<file path="src/rtl/timestamp_query_arbiter_if.sv">
// Request/response handshake bundle for timestamp_query_arbiter.
// rsp_epoch_out exists only when TIMESTAMP_QUERY_ARBITER_EPOCH_EN is defined.
interface timestamp_query_arbiter_if #(
    parameter int NUM_REQ  = 4,
    parameter int WIDTH    = 32,
    localparam int ID_WIDTH = (NUM_REQ > 1) ? $clog2(NUM_REQ) : 1
);
    logic [NUM_REQ-1:0]  req_valid_in;
    logic [NUM_REQ-1:0]  req_ready_out;
    logic                rsp_valid_out;
    logic                rsp_ready_in;
    logic [ID_WIDTH-1:0] rsp_id_out;
    logic [WIDTH-1:0]    rsp_timestamp_out;
`ifdef TIMESTAMP_QUERY_ARBITER_EPOCH_EN
    logic [7:0]          rsp_epoch_out;

    modport master (
        output req_valid_in, rsp_ready_in,
        input  req_ready_out, rsp_valid_out, rsp_id_out, rsp_timestamp_out, rsp_epoch_out
    );
    modport slave (
        input  req_valid_in, rsp_ready_in,
        output req_ready_out, rsp_valid_out, rsp_id_out, rsp_timestamp_out, rsp_epoch_out
    );
`else
    modport master (
        output req_valid_in, rsp_ready_in,
        input  req_ready_out, rsp_valid_out, rsp_id_out, rsp_timestamp_out
    );
    modport slave (
        input  req_valid_in, rsp_ready_in,
        output req_ready_out, rsp_valid_out, rsp_id_out, rsp_timestamp_out
    );
`endif
endinterface

</file>
<file path="src/rtl/timestamp_query_arbiter.sv">
// Shared free-running counter with round-robin timestamp queries and a 1-deep response slot.
// Optional wrap epoch: define TIMESTAMP_QUERY_ARBITER_EPOCH_EN.
module timestamp_query_arbiter #(
    parameter int NUM_REQ = 4,
    parameter int WIDTH   = 32
) (
    input  logic clk,
    input  logic rst,
    input  logic count_enable_in,
    input  logic clear_in,
    timestamp_query_arbiter_if.slave bus
);
    localparam int ID_WIDTH = (NUM_REQ > 1) ? $clog2(NUM_REQ) : 1;

    logic [WIDTH-1:0]    counter;
    logic [ID_WIDTH-1:0] ptr;
    logic                rsp_valid;
    logic [ID_WIDTH-1:0] rsp_id;
    logic [WIDTH-1:0]    rsp_timestamp;

    logic                slot_free;
    logic                grant_any;
    logic [ID_WIDTH-1:0] grant_idx;
    logic [NUM_REQ-1:0]  grant_vec;

    assign slot_free = !rsp_valid || bus.rsp_ready_in;

    // Lowest valid index at or above ptr wins; otherwise wrap to the lowest valid overall.
    always_comb begin
        grant_any = 1'b0;
        grant_idx = '0;
        for (int i = NUM_REQ - 1; i >= 0; i--) begin
            if (bus.req_valid_in[i]) begin
                grant_any = 1'b1;
                grant_idx = ID_WIDTH'(i);
            end
        end
        for (int i = NUM_REQ - 1; i >= 0; i--) begin
            if (bus.req_valid_in[i] && (ID_WIDTH'(i) >= ptr)) begin
                grant_idx = ID_WIDTH'(i);
            end
        end
        if (!slot_free) begin
            grant_any = 1'b0;
        end
        grant_vec = '0;
        for (int i = 0; i < NUM_REQ; i++) begin
            grant_vec[i] = grant_any && (grant_idx == ID_WIDTH'(i));
        end
    end

    always_ff @(posedge clk or posedge rst) begin
        if (rst) begin
            counter <= '0;
        end else if (clear_in) begin
            counter <= '0;
        end else if (count_enable_in) begin
            counter <= counter + WIDTH'(1);
        end
    end

    always_ff @(posedge clk or posedge rst) begin
        if (rst) begin
            ptr           <= '0;
            rsp_valid     <= 1'b0;
            rsp_id        <= '0;
            rsp_timestamp <= '0;
        end else if (grant_any) begin
            ptr           <= (grant_idx == ID_WIDTH'(NUM_REQ - 1)) ? '0 : grant_idx + ID_WIDTH'(1);
            rsp_valid     <= 1'b1;
            rsp_id        <= grant_idx;
            rsp_timestamp <= counter;
        end else if (bus.rsp_ready_in) begin
            rsp_valid     <= 1'b0;
        end
    end

`ifdef TIMESTAMP_QUERY_ARBITER_EPOCH_EN
    logic [7:0] epoch;
    logic [7:0] rsp_epoch;

    always_ff @(posedge clk or posedge rst) begin
        if (rst) begin
            epoch <= '0;
        end else if (clear_in) begin
            epoch <= '0;
        end else if (count_enable_in && (counter == '1)) begin
            epoch <= epoch + 8'd1;
        end
    end

    always_ff @(posedge clk or posedge rst) begin
        if (rst) begin
            rsp_epoch <= '0;
        end else if (grant_any) begin
            rsp_epoch <= epoch;
        end
    end

    assign bus.rsp_epoch_out = rsp_epoch;
`endif

    assign bus.req_ready_out     = grant_vec;
    assign bus.rsp_valid_out     = rsp_valid;
    assign bus.rsp_id_out        = rsp_id;
    assign bus.rsp_timestamp_out = rsp_timestamp;

endmodule
</file>
<file path="src/flat_wrapper.sv">
// flat-port wrapper written by rule: the top's interface ports become plain ports
module timestamp_query_arbiter_flat 
#(
    parameter int NUM_REQ = 4,
    parameter int WIDTH   = 32
)
  (clk, rst, count_enable_in, clear_in, bus_req_valid_in, bus_rsp_ready_in, bus_req_ready_out, bus_rsp_valid_out, bus_rsp_id_out, bus_rsp_timestamp_out);
  timestamp_query_arbiter_if #(.NUM_REQ(NUM_REQ), .WIDTH(WIDTH)) bus_i ();
  input  logic clk;
  input  logic rst;
  input  logic count_enable_in;
  input  logic clear_in;
  input wire logic [$bits(bus_i.req_valid_in)-1:0] bus_req_valid_in;
  input wire logic [$bits(bus_i.rsp_ready_in)-1:0] bus_rsp_ready_in;
  output wire logic [$bits(bus_i.req_ready_out)-1:0] bus_req_ready_out;
  output wire logic [$bits(bus_i.rsp_valid_out)-1:0] bus_rsp_valid_out;
  output wire logic [$bits(bus_i.rsp_id_out)-1:0] bus_rsp_id_out;
  output wire logic [$bits(bus_i.rsp_timestamp_out)-1:0] bus_rsp_timestamp_out;
  assign bus_i.req_valid_in = bus_req_valid_in;
  assign bus_i.rsp_ready_in = bus_rsp_ready_in;
  assign bus_req_ready_out = bus_i.req_ready_out;
  assign bus_rsp_valid_out = bus_i.rsp_valid_out;
  assign bus_rsp_id_out = bus_i.rsp_id_out;
  assign bus_rsp_timestamp_out = bus_i.rsp_timestamp_out;
  timestamp_query_arbiter #(.NUM_REQ(NUM_REQ), .WIDTH(WIDTH)) u_core (.clk(clk), .rst(rst), .count_enable_in(count_enable_in), .clear_in(clear_in), .bus(bus_i));
endmodule
</file>
<file path="config.mk">
export PLATFORM = sky130hd
export DESIGN_NAME = timestamp_query_arbiter_flat
export DESIGN_NICKNAME = d
export VERILOG_FILES = /design/src/rtl/timestamp_query_arbiter_if.sv /design/src/rtl/timestamp_query_arbiter.sv /design/src/flat_wrapper.sv
export SDC_FILE = /design/constraint.sdc
export NUM_CORES = 1
export LEC_CHECK = 0
export CORE_MARGIN = 1.5
export CORE_UTILIZATION = 58
export CTS_CLUSTER_DIAMETER = 120
export DETAILED_ROUTE_END_ITERATION = 6
export PLACE_DENSITY = 0.85
export SETUP_SLACK_MARGIN = 0.2
export SYNTH_ARGS = -nofsm -noshare
export SYNTH_HDL_FRONTEND = slang
export SYNTH_SLANG_ARGS = --single-unit
</file>
<file path="constraint.sdc">
create_clock -name clk -period 6.5 [get_ports clk]
set_input_delay 0.975 -clock clk [delete_from_list [all_inputs] [get_ports clk]]
set_output_delay 0.975 -clock clk [all_outputs]
set_load 0.01 [all_outputs]
</file>
==> results.py, run 1 <==
metrics = {
    "timing": {
        "finalSetupViolCount": 0,
        "skew_ns": 0.00596,
        "hold_violations": 0,
        "tns_ns": 0,
        "drv_slew": 0,
        "max_freq_mhz": 238,
        "relSlewSlack": 0.449,
        "period_needed_ns": 4.21,
        "min_period_over_period": 0.647,
        "rsz0062_at_grt": "false",
        "hold_ws_ns": 0.505,
        "worstMarginPinSlew_ns": 0.827,
    },
    "logic_synthesis": {
        "synth_fa_ha_area_frac": 0.0193,
        "synthSimpleGateAreaFrac": 0.163,
        "syn-num-nets": 302,
        "syn-instance-count": 288,
        "yosysWarnings": 0,
        "synth_mux_area_frac": 0.131,
        "syn_area_per_cell_um2": 11.3,
        "synth-seq-area-share": 0.532,
        "synthDistinctLibCells": 39,
        "synth_top_family_by_area": "simple AND/OR/NAND/NOR gates",
        "ys_ff_latch": 69,
        "synth_edf_count": 0,
        "ys.flop_type": "dfrtp_1",
        "synth-async-reset-ratio": 1.00,
        "syn-cell-area_um2": 3240,
        "synth_compound_area_frac": 0.0868,
        "synth_xor_area_frac": 0.0324,
    },
    "placement": {
        "io_buffers": 47,
        "placed_cells": 395,
        "gp_congestion": 0.801,
        "place_hpwl_um": 3980,
    },
    "global_routing": {
        "grtUsageTotal": 0.222,
        "grt_max_degree": 70,
        "grt_util_met3": 0.0365,
        "busiest_layer": "met2",
        "antenna_found_initial": 0,
        "grt_pass1_wl_um": 10500,
        "use_met1": 0.302,
        "overflow": 0,
        "grt_pass1_vias": 2258,
        "use_met2": 0.342,
    },
    "cells_and_area": {
        "diodes": 0,
        "post-route-util": 0.729,
        "final_cells": 411,
        "area_growth_pct": 22.3,
        "final_layout_size_suffix_gt1_frac": 0.198,
        "nFillCells": 385,
        "fin_nets": 348,
    },
    "drt": {
        "drt-total-wl_um": 6140,
        "dr.pass1.iters": 4,
        "drcViolationCount": 0,
        "wire_per_inst_um": 14.9,
        "via_count": 2389,
        "antenna_left": 0,
        "viasPerCell": 5.81,
        "drt_iter0_markers": 272,
    },
    "power_and_ir_drop": {
        "power_frac_comb": 0.123,
        "p_sw_frac": 0.246,
        "seqPwrFrac": 0.502,
        "power_w": 0.000904,
        "p_leak_nw": 1.70,
        "p_per_area_nw_per_um2": 228,
        "power.switching_w": 0.000223,
        "power_frac_clock": 0.375,
        "power.internal_w": 0.000682,
        "vdd_drop_max_mv": 0.155,
    },
    "worst_setup_path": {
        "cp_top_family": "buffers and inverters",
        "cp_max_fo": 5,
        "cp-end-kind": "output port",
        "worst-path-buf-inv": 4,
        "critPathSlowestCell": "clkdlybuf4s50_1",
        "crit_start": "bus_req_valid_in[1]",
        "slowest_delay_ns": 0.52,
        "crit_required_ns": 5.52,
        "path_class": "in -> out",
        "critical_path_arrival_ns": 3.23,
        "path_cells": "clkdlybuf4s50_1, inv_1, a221o_1, a22oi_1, inv_1, ha_1, and2_1, clkdlybuf4s50_1",
        "startpoint_type": "primary input",
        "rr_startpoint": "u_core.counter[0]$_DFFE_PP0P_",
    },
    "die": {
        "std_cell_rows": 27,
        "fp.dieH_um": 77.8,
        "ios": 48,
        "die_x_um": 77.8,
        "coreArea_um2": 5440,
        "die_area_um2": 6050,
        "start_util": 0.597,
    },
    "flow_run": {
        "drv_cap": 0,
    },
    "cts": {
        "cts_sinks": 69,
        "cts-root-buf": "clkbuf_8",
        "cts_tree": "yes",
        "post_cts_resized": 0,
        "cts_made_buffers": 9,
        "post-cts-setup-buffer-count": 0,
        "clock_path_buffers": 2,
        "cts_max_level": 3,
        "path_clk_slew_ns": 0.07,
        "worstSkewPairLatency_ns": 0.34,
        "cts-hold-fix-buffers": 0,
    },
    "hold_path": {
        "hp-start": "u_core.bus.rsp_timestamp_out[4]$_DFFE_PP0P_",
        "worstHoldPathType": "reg -> reg",
    },
    "status": {
        "status": "finished clean",
    },
}
==> Yosys cell counts, types with 2 or more instances <==
master	instances	area [um^2]
inv_1	14	52.6
or3_2	2	15.0
mux2i_1	2	20.0
a221o_1	2	20.0
clkbuf_1	11	41.3
and2_1	4	25.0
nand4_1	7	43.8
nand2_1	11	41.3
o31ai_1	9	67.6
ha_1	5	62.6
nand3_1	9	45.0
or4_1	10	75.1
or3_1	6	37.5
xor2_1	3	26.3
xnor2_1	9	78.8
nor3_1	4	20.0
dfrtp_1	69	1730
nor2_1	17	63.8
nor4_1	7	43.8
a21oi_1	20	100
nor2b_1	3	18.8
mux2_2	36	405
buf_2	2	10.0
or2_2	3	18.8
o21ai_0	9	45.0
==> path summary, 6_finish.rpt <==
path                       depth (start not counted)                                            to  slack [ns]
setup / recovery                                   8                          bus_req_ready_out[0]        2.29
hold reg to reg                                    1   u_core.bus.rsp_timestamp_out[4]$_DFFE_PP0P_        0.51
min in group asynchronous                          3                 u_core.counter[4]$_DFFE_PP0P_        1.20
hold / removal                                     1   u_core.bus.rsp_timestamp_out[4]$_DFFE_PP0P_        0.51
setup reg to reg                                   5                u_core.counter[28]$_DFFE_PP0P_        4.22
max in group asynchronous                          3  u_core.bus.rsp_timestamp_out[13]$_DFFE_PP0P_        4.76
==> power groups by stage <==
stage	logic, W	registers [W]	clock network (W)
global route	0.000125	0.000455	0.000364
CTS	0.000112	0.000454	0.000344
global placement	0.000108	0.000462	0
detailed placement	0.000111	0.000462	0
finish	0.000111	0.000454	0.000339
floorplan	0.0000627	0.000464	0
==> worst register-to-register path, delay by kind of cell (launching register included) <==
family	cells	cell delay, ns
adders and majority gates	1	0.23
AOI/OAI and AO/OA	2	0.38
DFF	1	0.47
and+or+nand+nor	2	1.13
==> per-stage QoR <==
step / area [um^2] / setup slack [ns]
5_1_grt: 3970 / 2.12
3_5_place_dp: 3780 / 2.31
6_report: 3970 / 2.29
3_3_place_gp: 3780 / 2.39
4_1_cts: 3970 / 2.30
2_1_floorplan: 3240 / 3.45
==> registers in the layout, summed over array words and instances, names as in the netlist <==
signal                        count
u_core.counter                   32
u_core.bus.rsp_valid_out          1
u_core.bus.rsp_timestamp_out     32
u_core.ptr                        2
u_core.bus.rsp_id_out             2
==> cells by family after synthesis <==
kind of cell	after synthesis
flip-flops	69
AO/OA/AOI/OAI	45
adder cells (fa/ha/maj)	5
multiplexers	38
buffers and inverters	29
XOR/XNOR	12
AND/OR/NAND/NOR	90
==> metal layers <==
layer	wire, um	up-vias
met1	2810	1186
met4	131	0
met5	0	-
met3	243	12
li1	-	1142
met2	2950	49
==> area by class of cell <==
class / count / area, um^2 / share of cell area
sequential: 69 / 1730 / 0.435
multi-input combinational: 190 / 1410 / 0.356
timing repair buffer: 50 / 493 / 0.124
clock buffer: 11 / 141 / 0.0356
tap: 72 / 90.1 / 0.0227
inverter: 14 / 52.6 / 0.0132
clock inverter: 5 / 50.0 / 0.0126
==> placed cells by master, fill, tap and decap left out, types with 2 or more instances in the layout <==
master / netlist / layout
inv_1: 14 / 13
a21oi_1: 20 / 19
xor2_1: 3 / 3
nor2_1: 17 / 17
or4_1: 10 / 10
nor2b_1: 3 / 3
xnor2_1: 9 / 9
a221o_1: 2 / 2
clkbuf_8: 0 / 10
nor3_1: 4 / 4
dfrtp_1: 69 / 69
nor4_1: 7 / 7
or3_2: 2 / 2
clkinv_2: 0 / 4
mux2i_1: 2 / 2
nand2_1: 11 / 11
or3_1: 6 / 6
nand4_1: 7 / 7
mux2_2: 36 / 36
o21ai_0: 9 / 9
o31ai_1: 9 / 9
and2_1: 4 / 4
nand3_1: 9 / 9
or2_2: 3 / 3
ha_1: 5 / 5
buf_4: 1 / 3
clkdlybuf4s50_1: 0 / 47
Note: power is estimated with default switching activity, not from simulation.
==> inputs of run 2 (changes only) <==
--- a/config.mk
+++ b/config.mk
@@ -6,10 +6,10 @@
 export NUM_CORES = 1
 export LEC_CHECK = 0
 export CORE_MARGIN = 1.5
-export CORE_UTILIZATION = 58
+export CORE_UTILIZATION = 54
 export CTS_CLUSTER_DIAMETER = 120
 export DETAILED_ROUTE_END_ITERATION = 6
-export PLACE_DENSITY = 0.85
+export PLACE_DENSITY = 0.8
 export SETUP_SLACK_MARGIN = 0.2
 export SYNTH_ARGS = -nofsm -noshare
 export SYNTH_HDL_FRONTEND = slang
==> constraint.sdc (replaced) <==
create_clock -name clk -period 4.3 [get_ports clk]
set_input_delay 0.645 -clock clk [delete_from_list [all_inputs] [get_ports clk]]
set_output_delay 0.645 -clock clk [all_outputs]
set_load 0.01 [all_outputs]
==> run 2 against run 1 <==
Net effect:
- combinational power up 52%
- clock power rose by 93%
- utilization shrank 4.0 points
- sequential power rose by 51%
- power rose by 67%
- setup slack worse by 1.5 ns
- worst hold slack barely moved
- register-to-register slack worse by 2.2 ns
- critical path type unchanged
==> results.py, run 2 (synthesis results as in run 1) <==
metrics = {
    "worst_setup_path": {
        "path_class": "in -> out",
        "rrSetupSlack_ns": 2.02,
        "slowest_delay_ns": 0.51,
        "startpoint_type": "primary input",
        "path_cells": "clkdlybuf4s50_1, inv_1, a221o_1, a22oi_1, inv_1, ha_1, and2_1, clkdlybuf4s50_1",
        "critPathSlowestCell": "clkdlybuf4s50_1",
        "cp-end-kind": "output port",
        "crit_required_ns": 3.65,
        "cp_max_fo": 5,
        "critical_path_arrival_ns": 2.90,
        "worst-r2r-cell-count": 4,
    },
    "timing": {
        "skew_ns": 0.00786,
        "hold_violations": 0,
        "worstMarginPinSlew_ns": 1.02,
        "finalSetupViolCount": 0,
        "min_period_over_period": 0.824,
        "max_freq_mhz": 282,
        "tns_ns": 0,
        "period_needed_ns": 3.54,
        "relSlewSlack": 0.318,
        "drv_slew": 0,
        "rsz0062_at_grt": "false",
    },
    "cts": {
        "clock_path_buffers": 2,
        "post_cts_resized": 0,
        "cts_tree": "yes",
        "post-cts-setup-buffer-count": 0,
        "cts_made_buffers": 9,
        "cts_sinks": 69,
        "cts-root-buf": "clkbuf_8",
        "worstSkewPairLatency_ns": 0.35,
        "cts_max_level": 3,
        "path_clk_slew_ns": 0.07,
        "cts-hold-fix-buffers": 0,
    },
    "die": {
        "std_cell_rows": 28,
        "coreArea_um2": 5850,
        "die_area_um2": 6480,
        "fp.dieH_um": 80.5,
        "die_x_um": 80.5,
        "ios": 48,
        "start_util": 0.555,
    },
    "drt": {
        "viasPerCell": 5.76,
        "via_count": 2390,
        "dr.pass1.iters": 4,
        "drt-total-wl_um": 6380,
        "drcViolationCount": 0,
        "drt_iter0_markers": 170,
        "wire_per_inst_um": 15.4,
        "antenna_left": 0,
    },
    "global_routing": {
        "grt_pass1_vias": 2352,
        "overflow": 0,
        "grt_max_degree": 51,
        "grtUsageTotal": 0.224,
        "grt_pass1_wl_um": 10900,
        "antenna_found_initial": 0,
    },
    "cells_and_area": {
        "layout_common_cells": "dfrtp_1, clkdlybuf4s50_1, mux2_2, a21oi_1, nor2_1",
        "finish.instance_area_um2": 4040,
        "area_growth_pct": 24.4,
        "nFillCells": 431,
        "seq_area_um2": 1730,
        "diodes": 0,
        "final_common_cell": "dfrtp_1",
        "multi_input_area_um2": 1410,
        "final_layout_size_suffix_gt1_frac": 0.203,
        "fin_nets": 349,
    },
    "status": {
        "status": "finished clean",
    },
    "power_and_ir_drop": {
        "p_leak_nw": 1.72,
        "p_per_area_nw_per_um2": 374,
        "vdd_drop_max_mv": 0.247,
    },
    "placement": {
        "place_hpwl_um": 4170,
        "io_buffers": 47,
        "gp_congestion": 0.774,
        "postPlaceCellArea_um2": 3790,
    },
    "flow_run": {
        "drv_cap": 0,
    },
    "hold_path": {
        "worstHoldPathType": "reg -> reg",
        "holdPathStages": 1,
    },
}
[run 2: cell type report]
class | count | share of cell area
Sequential cell | 69 | 0.428
Clock buffer | 10 | 0.0341
Tap cell | 75 | 0.0233
Inverter | 14 | 0.0130
Clock inverter | 6 | 0.0273
Multi-Input combinational cell | 190 | 0.350
Timing Repair Buffer | 51 | 0.124
[run 2: power by group]
part | leakage (nW) | internal, W | total, W | switching [W]
sequential | 0.948 | 0.000670 | 0.000685 | 0.0000157
clock | 0.119 | 0.000400 | 0.000653 | 0.000253
combinational | 0.655 | 0.0000810 | 0.000169 | 0.0000878
[run 2: worst max-delay path, delay by kind of cell]
family                   cells  cell delay (ns)
AO/OA/AOI/OAI                2             0.70
adder cells (fa/ha/maj)      1             0.22
buffers and inverters        4             1.18
AND/OR/NAND/NOR              1             0.14
[run 2: path summary, 6_finish.rpt]
| check | from | endpoint |
|---|---|---|
| max in group asynchronous | rst | u_core.counter[8]$_DFFE_PP0P_ |
| setup / recovery | bus_req_valid_in[1] | bus_req_ready_out[2] |
| setup reg to reg | u_core.counter[9]$_DFFE_PP0P_ | u_core.counter[18]$_DFFE_PP0P_ |
| hold / removal | u_core.bus.rsp_timestamp_out[2]$_DFFE_PP0P_ | u_core.bus.rsp_timestamp_out[2]$_DFFE_PP0P_ |
| min in group asynchronous | rst | u_core.counter[30]$_DFFE_PP0P_ |
| hold reg to reg | u_core.bus.rsp_timestamp_out[2]$_DFFE_PP0P_ | u_core.bus.rsp_timestamp_out[2]$_DFFE_PP0P_ |
[run 2: layer usage]
metal / global-route usage / wire [um]
met4: 0.119 / 139
met3: 0.0511 / 230
met5: 0 / 0
met2: 0.361 / 3110
met1: 0.279 / 2900
[run 2: through the flow]
step           utilization  worst slack, ns  total power [W]  hold slack, ns  std cells
6_report             0.690            0.758          0.00151           0.506        415
5_1_grt              0.690            0.609          0.00157           0.517        415
4_1_cts              0.690            0.779          0.00152           0.513        415
3_5_place_dp         0.647            0.785         0.000868           0.496        399
3_3_place_gp         0.647            0.856         0.000862           0.491        399
2_1_floorplan            -             1.91         0.000796           0.494        288
==> inputs of run 3 (changes only) <==
==> constraint.sdc (replaced) <==
create_clock -name clk -period 3.7 [get_ports clk]
set_input_delay 0.555 -clock clk [delete_from_list [all_inputs] [get_ports clk]]
set_output_delay 0.555 -clock clk [all_outputs]
set_load 0.01 [all_outputs]
==> run 3 against run 2 <==
Net effect:
- setup slack worse by 0.28 ns
- count of clock-buffer cells in the layout up 3
- critical path depth unchanged
- die area unchanged
- utilization down 0.43 points
- power up 11%
- final area down 0.62%
- via count up 0.79%
- highest routed layer unchanged
- sequential share of layout area up 0.27 points
- global-route usage down 1.1 points
- critical endpoint unchanged
==> results.py, run 3 (synthesis results as in run 1) <==
metrics = {
    "status": {
        "status": "finished clean",
    },
    "drt": {
        "dr.pass1.iters": 4,
        "drt-total-wl_um": 6150,
        "via_count": 2409,
        "antenna_left": 0,
        "wire_per_inst_um": 14.8,
        "drcViolationCount": 0,
        "viasPerCell": 5.80,
        "drt_iter0_markers": 149,
    },
    "worst_setup_path": {
        "crit_path_end": "bus_req_ready_out[2]",
        "rr_startpoint": "u_core.counter[0]$_DFFE_PP0P_",
        "worst-r2r-cell-count": 5,
        "path_class": "in -> out",
        "cp-end-kind": "output port",
        "cp_max_fo": 5,
        "rrSetupSlack_ns": 1.40,
        "crit_start": "bus_req_valid_in[1]",
        "critical_path_arrival_ns": 2.67,
        "startpoint_type": "primary input",
        "crit_required_ns": 3.14,
        "r2r-end": "u_core.counter[30]$_DFFE_PP0P_",
    },
    "global_routing": {
        "overflow": 0,
        "grtUsageTotal": 0.213,
        "antenna_found_initial": 0,
        "grt_pass1_wl_um": 10600,
        "grt_pass1_vias": 2261,
        "grt_max_degree": 39,
    },
    "cts": {
        "worstSkewPairLatency_ns": 0.34,
        "clock_path_buffers": 2,
        "cts_tree": "yes",
        "path_clk_slew_ns": 0.07,
        "cts-root-buf": "clkbuf_8",
        "cts_sinks": 69,
        "post-cts-setup-buffer-count": 0,
        "cts_made_buffers": 9,
        "cts_max_level": 3,
    },
    "placement": {
        "place_hpwl_um": 4200,
        "gp_congestion": 0.822,
        "pre_cts_ws_ns": 0.386,
        "io_buffers": 47,
    },
    "timing": {
        "relSlewSlack": 0.570,
        "max_freq_mhz": 310,
        "rsz0062_at_grt": "false",
        "finalWorstSetupSlack_ns": 0.476,
        "worstMarginPinSlew_ns": 0.640,
        "hold_violations": 0,
        "min_period_over_period": 0.871,
        "period_needed_ns": 3.22,
        "hold_ws_ns": 0.504,
        "tns_ns": 0,
        "finalSetupViolCount": 0,
        "drv_slew": 0,
        "skew_ns": 0.00890,
    },
    "cells_and_area": {
        "post-route-util": 0.685,
        "layout_common_cells": "dfrtp_1, clkdlybuf4s50_1, mux2_2, a21oi_1, nor2_1",
        "final_common_cell": "dfrtp_1",
        "final_layout_size_suffix_gt1_frac": 0.197,
        "diodes": 0,
        "fin_nets": 349,
        "area_growth_pct": 23.6,
    },
    "flow_run": {
        "drv_cap": 0,
    },
    "die": {
        "die_area_um2": 6480,
        "coreArea_um2": 5850,
        "die_x_um": 80.5,
        "start_util": 0.555,
        "ios": 48,
        "fp.dieH_um": 80.5,
        "std_cell_rows": 28,
    },
    "power_and_ir_drop": {
        "p_leak_nw": 1.71,
        "p_per_area_nw_per_um2": 416,
        "vdd_drop_max_mv": 0.275,
    },
    "hold_path": {
        "holdPathStages": 1,
        "worstHoldPathType": "reg -> reg",
    },
}
-- run 3: cell types whose count changed in the layout (fill, tap and decap cells not counted), sizes merged --
cell      before  now
bufinv         3    2
clkinvlp       2    0
clkbuf        10   13
-- run 3: per-layer routing --
metal | share of wire | up-vias | global-route usage
met3 | 0.039 | 9 | 0.0432
met5 | 0 | - | 0
met1 | 0.47 | 1197 | 0.281
met2 | 0.48 | 63 | 0.345
li1 | - | 1140 | -
met4 | 0.015 | 0 | 0.0845
-- run 3: report_power, final --
group          internal, W  switching, W
Sequential        0.000779     0.0000184
Clock             0.000400      0.000272
Combinational    0.0000956      0.000102
Total              0.00127      0.000393
-- run 3: metrics by stage --
stage | power [W] | area [um^2] | std cells
floorplan | 0.000925 | 3240 | 288
finish | 0.00167 | 4010 | 415
detailed placement | 0.00101 | 3790 | 399
CTS | 0.00168 | 4010 | 415
global route | 0.00174 | 4010 | 415
global placement | 0.00100 | 3790 | 399
-- run 3: area by class of cell --
cell class / instances / area [um^2]
flip-flops and latches: 69 / 1730
inverters: 14 / 52.6
well taps: 75 / 93.8
multi-input cells: 190 / 1420
clock inverters: 3 / 68.8
fillers: 453 / 1840
clock buffers: 13 / 149
repair buffers: 51 / 500
-- run 3: repair_timing --
action,CTS,global route
setup endpoints to repair,0,2
resized for setup,0,1
hold buffers,0,0
-- run 3: critical path, stage by stage --
cell and delay [ns]:
clkdlybuf4s50_1 0.52, inv_1 0.08, a221o_1 0.33, a22oi_2 0.27
inv_1 0.11, ha_1 0.20, and2_1 0.13, clkdlybuf4s50_1 0.47
-- run 3: worst min path at each step --
stage	startpoint	to	slack (ns)
4_1_cts	u_core.bus.rsp_timestamp_out[13]$_DFFE_PP0P_	u_core.bus.rsp_timestamp_out[13]$_DFFE_PP0P_	0.51
5_1_grt	u_core.bus.rsp_timestamp_out[26]$_DFFE_PP0P_	u_core.bus.rsp_timestamp_out[26]$_DFFE_PP0P_	0.52
3_3_place_gp	u_core.bus.rsp_timestamp_out[26]$_DFFE_PP0P_	u_core.bus.rsp_timestamp_out[26]$_DFFE_PP0P_	0.49
6_report	u_core.bus.rsp_timestamp_out[26]$_DFFE_PP0P_	u_core.bus.rsp_timestamp_out[26]$_DFFE_PP0P_	0.50
2_1_floorplan	u_core.counter[31]$_DFFE_PP0P_	u_core.bus.rsp_timestamp_out[31]$_DFFE_PP0P_	0.49
3_5_place_dp	u_core.bus.rsp_timestamp_out[0]$_DFFE_PP0P_	u_core.bus.rsp_timestamp_out[0]$_DFFE_PP0P_	0.49
